--- src/rtl/sram_like_arbiter.sv ---
// ----------------------------------------------------------------------------
// sram_like_arbiter
//
// Purpose:
//   Shares one SRAM-like memory port between the instruction master (IF stage)
//   and the data master (EXE/MEM stage). A requester is selected every cycle.
//   The selection is held (locked) while a request waits for s_addr_ok.
//   An owner FIFO remembers who issued every accepted transaction, so the
//   in-order s_data_ok responses are routed back to the correct master.
//   Requests and responses pass through with zero latency; no data is buffered.
//
// Parameters:
//   OUTSTANDING   max accepted-but-unanswered transactions (owner FIFO depth, >=1)
//   STARVE_LIMIT  max consecutive data grants while inst_req waits (>=1)
//
// Ports:
//   clk, reset                     clock, synchronous active-high reset
//   inst_req/wr/size/addr/wdata    instruction master request
//   inst_addr_ok/data_ok/rdata     instruction master handshake and response
//   data_req/wr/size/addr/wdata    data master request
//   data_addr_ok/data_ok/rdata     data master handshake and response
//   s_req/wr/size/addr/wdata       request to the slave
//   s_addr_ok/data_ok/rdata        slave handshake and in-order response
//   protocol_err                   sticky: s_data_ok arrived with nothing outstanding
// ----------------------------------------------------------------------------
module sram_like_arbiter #(
  parameter int OUTSTANDING  = 2,
  parameter int STARVE_LIMIT = 4
) (
  input  logic        clk,
  input  logic        reset,
  input  logic        inst_req,
  input  logic        inst_wr,
  input  logic [1:0]  inst_size,
  input  logic [31:0] inst_addr,
  input  logic [31:0] inst_wdata,
  output logic        inst_addr_ok,
  output logic        inst_data_ok,
  output logic [31:0] inst_rdata,
  input  logic        data_req,
  input  logic        data_wr,
  input  logic [1:0]  data_size,
  input  logic [31:0] data_addr,
  input  logic [31:0] data_wdata,
  output logic        data_addr_ok,
  output logic        data_data_ok,
  output logic [31:0] data_rdata,
  output logic        s_req,
  output logic        s_wr,
  output logic [1:0]  s_size,
  output logic [31:0] s_addr,
  output logic [31:0] s_wdata,
  input  logic        s_addr_ok,
  input  logic        s_data_ok,
  input  logic [31:0] s_rdata,
  output logic        protocol_err
);

  localparam int PW = (OUTSTANDING > 1) ? $clog2(OUTSTANDING) : 1;
  localparam int CW = $clog2(OUTSTANDING + 1);
  localparam int SW = $clog2(STARVE_LIMIT + 1);

  localparam logic [CW-1:0] FULL_COUNT = CW'(OUTSTANDING);
  localparam logic [PW-1:0] LAST_PTR   = PW'(OUTSTANDING - 1);
  localparam logic [SW-1:0] STARVE_MAX = SW'(STARVE_LIMIT);

  typedef enum logic {
    OWN_INST = 1'b0,
    OWN_DATA = 1'b1
  } owner_t;

  owner_t          sel;
  logic            sel_req;
  owner_t          lock_owner;
  logic            lock_valid;
  logic [SW-1:0]   starve_cnt;
  owner_t          owner_mem [OUTSTANDING];
  logic [PW-1:0]   head_ptr;
  logic [PW-1:0]   tail_ptr;
  logic [CW-1:0]   count;
  logic            full;
  logic            not_empty;
  logic            handshake;
  logic            pop;
  owner_t          head_owner;

  // Ring pointer advance; explicit wrap so any depth works, not only powers of two.
  function automatic logic [PW-1:0] next_ptr(input logic [PW-1:0] p);
    return (p == LAST_PTR) ? {PW{1'b0}} : p + {{(PW-1){1'b0}}, 1'b1};
  endfunction

  // Requester selection and slave request field mux.
  always_comb begin
    sel     = OWN_DATA;
    sel_req = 1'b0;
    s_wr    = 1'b0;
    s_size  = 2'b00;
    s_addr  = 32'h0000_0000;
    s_wdata = 32'h0000_0000;
    if (lock_valid) begin
      sel = lock_owner;
    end else if (data_req && !(inst_req && (starve_cnt == STARVE_MAX))) begin
      sel = OWN_DATA;
    end else if (inst_req) begin
      sel = OWN_INST;
    end else begin
      sel = OWN_DATA;
    end
    if (sel == OWN_INST) begin
      sel_req = inst_req;
      s_wr    = inst_wr;
      s_size  = inst_size;
      s_addr  = inst_addr;
      s_wdata = inst_wdata;
    end else begin
      sel_req = data_req;
      s_wr    = data_wr;
      s_size  = data_size;
      s_addr  = data_addr;
      s_wdata = data_wdata;
    end
  end

  // Full is taken from the registered count only, so a same-cycle pop never
  // re-opens the request path (no s_data_ok -> s_req combinational path).
  assign full       = (count == FULL_COUNT);
  assign not_empty  = (count != {CW{1'b0}});
  assign s_req      = !reset && sel_req && !full;
  assign handshake  = s_req && s_addr_ok;
  assign pop        = s_data_ok && not_empty;
  assign head_owner = owner_mem[head_ptr];

  assign inst_addr_ok = handshake && (sel == OWN_INST);
  assign data_addr_ok = handshake && (sel == OWN_DATA);
  assign inst_data_ok = !reset && pop && (head_owner == OWN_INST);
  assign data_data_ok = !reset && pop && (head_owner == OWN_DATA);
  assign inst_rdata   = s_rdata;
  assign data_rdata   = s_rdata;

  // Lock keeps the selection (and thus s_*) stable while the slave stalls.
  always_ff @(posedge clk) begin
    if (reset) begin
      lock_valid <= 1'b0;
      lock_owner <= OWN_INST;
    end else if (handshake) begin
      lock_valid <= 1'b0;
    end else if (s_req) begin
      lock_valid <= 1'b1;
      lock_owner <= sel;
    end
  end

  // Owner FIFO pointers and occupancy.
  always_ff @(posedge clk) begin
    if (reset) begin
      head_ptr <= {PW{1'b0}};
      tail_ptr <= {PW{1'b0}};
      count    <= {CW{1'b0}};
    end else begin
      if (handshake) begin
        tail_ptr <= next_ptr(tail_ptr);
      end
      if (pop) begin
        head_ptr <= next_ptr(head_ptr);
      end
      case ({handshake, pop})
        2'b10:   count <= count + {{(CW-1){1'b0}}, 1'b1};
        2'b01:   count <= count - {{(CW-1){1'b0}}, 1'b1};
        default: count <= count;
      endcase
    end
  end

  // Owner FIFO storage: record which master issued each accepted request.
  always_ff @(posedge clk) begin
    if (reset) begin
      for (int i = 0; i < OUTSTANDING; i++) begin
        owner_mem[i] <= OWN_INST;
      end
    end else if (handshake) begin
      owner_mem[tail_ptr] <= sel;
    end
  end

  // Starvation counter: counts data grants made while inst_req is waiting.
  always_ff @(posedge clk) begin
    if (reset) begin
      starve_cnt <= {SW{1'b0}};
    end else if (!inst_req || (handshake && (sel == OWN_INST))) begin
      starve_cnt <= {SW{1'b0}};
    end else if (handshake && (sel == OWN_DATA) && (starve_cnt != STARVE_MAX)) begin
      starve_cnt <= starve_cnt + {{(SW-1){1'b0}}, 1'b1};
    end
  end

  // Sticky error: a response with no owner recorded.
  always_ff @(posedge clk) begin
    if (reset) begin
      protocol_err <= 1'b0;
    end else if (s_data_ok && !not_empty) begin
      protocol_err <= 1'b1;
    end
  end

endmodule

--- config.mk ---
export PLATFORM = sky130hd
export DESIGN_NAME = sram_like_arbiter
export DESIGN_NICKNAME = d
export VERILOG_FILES = /design/src/rtl/sram_like_arbiter.sv
export SDC_FILE = /design/constraint.sdc
export NUM_CORES = 1
export LEC_CHECK = 0
export CORE_AREA = 5 5 117 119
export DETAILED_ROUTE_END_ITERATION = 10
export DIE_AREA = 0 0 122 124
export HOLD_SLACK_MARGIN = 0.06
export MAX_ROUTING_LAYER = met4
export SLEW_MARGIN = 20
export SYNTH_ARGS = -nofsm -noshare
export SYNTH_HDL_FRONTEND = slang
export SYNTH_SLANG_ARGS = --single-unit
--- constraint.sdc ---
create_clock -name clk -period 2.5 [get_ports clk]
set_input_delay 0.5 -clock clk [delete_from_list [all_inputs] [get_ports clk]]
set_output_delay 0.5 -clock clk [all_outputs]
set_load 0.01 [all_outputs]
==> impl_metrics.tcl <==
set metrics [dict create \
    status "complete, no violations" \
    vias 2253 \
    power.total_uw 1800 \
    tns_ns 0 \
    finalHoldViolCount 0 \
    row_count 41 \
    met3_length_um 1330 \
    met2WireLength_um 5100 \
    drive_above_1_share_pct 48.3 \
    syn-num-nets 392 \
    place_inst 558 \
    clk_pin_slew_ns 0.05 \
    final_nets 581 \
    critical_path_class "reg -> out" \
    cp.required_ns 2.00 \
    fin_crit_sh_pct 98.1 \
    grt_pass1_wl_um 14000 \
    dp_hpwl_um 8360 \
    tightest_slew_ns 0.332 \
    die_w_um 122 \
    grt_usage_pct 12.1 \
    die_h_um 124 \
    cp.arrival_ns 1.95 \
    vias_per_cell 3.90 \
    setup_viol 0 \
    ys_warn_count 0 \
    drt_wl_total_um 10100 \
    ys_seq_elements 13 \
    cts_tree "yes" \
    grt_pass1_vias 2450 \
    cp_max_fo 8 \
    grt_overflow_total 0 \
    avgSynthCellArea_um2 10.5 \
    drtIter0Drc 57 \
    timing.fmax_ghz 0.408 \
    wl_per_cell_um 17.6 \
    clock_skew_ns 0.00573 \
    yosys.cell_types.count 34 \
    num_antenna_cells 0 \
    htree_levels 1 \
    critPathBufInv 5 \
    antenna_found_initial 0 \
    routed.top_layer "met4" \
    area_growth_pct 102 \
    drc 0 \
    grt_max_degree 15 \
    cp_slowest_cell "dfxtp_2" \
    cts_buffer_depth 2 \
    fin_cells 578 \
    cts_sinks 13 \
    postRouteAntennaNets 0 \
    finalCriticalPeriod_ns 2.45 \
    ios 309 \
    crit_chain "inv_2, ha_4, a21boi_4, o31ai_4, buf_12, buf_16, buf_8, mux2_4, buf_6" \
    syn_inst 218 \
    dr.pass1.iters 4 \
    place_congestion 0.757 \
    seq_area_frac_synth_pct 12.3 \
    clockRootBuffer "clkbuf_16" \
    vdd_drop_max_mv 0.294 \
    p_leak_uw 0.00210 \
    hold_class "reg -> reg" \
    crit_family "buffers and inverters" \
    syn_area_um2 2290 \
    core_um2 12500 \
    wl_met1_um 3650 \
    power.density_nw_per_um2 389 \
    initial_utilization_pct 18.3 \
    max-slew-margin-rel_pct 77.6 \
    crit_path_max_incr_delay_ns 0.32 \
    dieArea_um2 15100 \
    clock_latency_ns 0.25 \
    endpoint_kind "output port" \
    drv_cap 0 \
    numCtsBuffers 3 \
    portBuffers 212 \
    rsz0062_at_grt "true" \
    critPathLaunchType "register" \
    finalMaxSlewViolations 0 \
]
where the power goes:
group | switching, µW | total (µW) | internal (µW)
clock | 96.1 | 312 | 216
combinational | 414 | 1250 | 835
sequential | 10.9 | 238 | 227
final timing paths:
check / start / end / slack (ns) / cells after the start
setup / recovery: starve_cnt[0] / s_addr[12] / 0.05 / 9
hold / removal: protocol_err / protocol_err / 0.49 / 2
setup reg to reg: lock_owner / count[1] / 0.80 / 6
hold reg to reg: protocol_err / protocol_err / 0.49 / 2
worst register-to-register path: cells and delay by family (launching register included):
| family | cells | cell delay, ns |
|---|---|---|
| AOI/OAI and AO/OA | 2 | 0.46 |
| DFF | 1 | 0.37 |
| buffers and inverters | 2 | 0.31 |
| muxes | 1 | 0.27 |
| and+or+nand+nor | 1 | 0.17 |
per-stage QoR:
step                hold slack (ns)  worst slack, ns  utilization, %  area [µm²]
global placement              0.468           -0.656            34.5        4300
CTS                           0.505          -0.0955            36.6        4560
global route                  0.518          -0.0547            37.1        4630
detailed placement            0.491           -0.691            34.5        4300
finish                        0.493           0.0475            37.1        4630
floorplan                     0.458            0.254               -        2290
placed cells by master (no fill, tap or decap), drive strengths merged, types with 3 or more instances in the layout:
| cell | netlist | final |
|---|---|---|
| clkbuf | 1 | 16 |
| buf | 73 | 103 |
| clkdlybuf4s50 | 0 | 139 |
| mux2 | 67 | 67 |
| nor3 | 5 | 5 |
| mux2i | 5 | 5 |
| a21oi | 7 | 7 |
| nand2b | 3 | 3 |
| nor2 | 9 | 9 |
| nor2b | 4 | 4 |
| inv | 6 | 6 |
| dfxtp | 11 | 11 |
layout make-up:
class | instances | area (µm²)
clock buffers | 4 | 78.8
fillers | 1246 | 7840
inverters | 6 | 22.5
multi-input cells | 125 | 1420
flip-flops and latches | 13 | 283
well taps | 172 | 215
repair buffers | 258 | 2610
routing by layer:
| metal | global-route usage, % | vias up |
|---|---|---|
| met1 | 12.9 | 1011 |
| met5 | - | - |
| met4 | 1.89 | 0 |
| met2 | 20.9 | 167 |
| li1 | - | 1070 |
| met3 | 5.81 | 5 |
synthesized netlist by cell type, drive strengths merged:
cell	n	area [µm²]
dfxtp	11	220
buf	73	592
xnor2	1	8.76
mux2i	5	50.1
ha	2	25.0
a311o	1	10.0
or3	1	6.26
nand2b	3	18.8
edfxtp	2	60.1
mux2	67	998
o31ai	1	21.3
a2111oi	2	25.0
nand3	2	10.0
nand4	1	6.26
clkbuf	1	3.75
nor3	5	25.0
and3	1	6.26
nand2	2	7.51
a21boi	2	15.0
inv	6	22.5
o21ai	2	10.0
nor2	9	33.8
xor2	1	8.76
a21o	2	15.0
a21oi	7	35.0
nor3b	2	15.0
and2	2	12.5
nor2b	4	25.0
timing repair:
item | 4_1_cts | 5_1_grt
buffers inserted | 15 | 0
hold buffers | 0 | 0
gates cloned | 3 | 1
gates resized for setup | 296 | 55
pin swaps | 3 | 2
endpoints found under the hold margin | 0 | 0
endpoints found under the setup margin | 70 | 69
flip-flops by register name (all words and copies together), names as in the netlist, named ones only:
name and flops:
count 2, tail_ptr 1, lock_owner 1, lock_valid 1, starve_cnt 3, owner_mem 2, protocol_err 1, head_ptr 1
kinds of logic (layout without fill, tap and decap cells):
family | count (synthesis) | after routing | synth area share [%]
XOR/XNOR | 2 | 2 | 0.766
multiplexers | 72 | 72 | 45.8
AO/OA/AOI/OAI | 17 | 17 | 5.74
flip-flops | 13 | 13 | 12.3
AND/OR/NAND/NOR | 32 | 32 | 7.28
buffers and inverters | 80 | 268 | 27.0
adder cells (fa/ha/maj) | 2 | 2 | 1.09
Power figures use the tool's default switching activity.
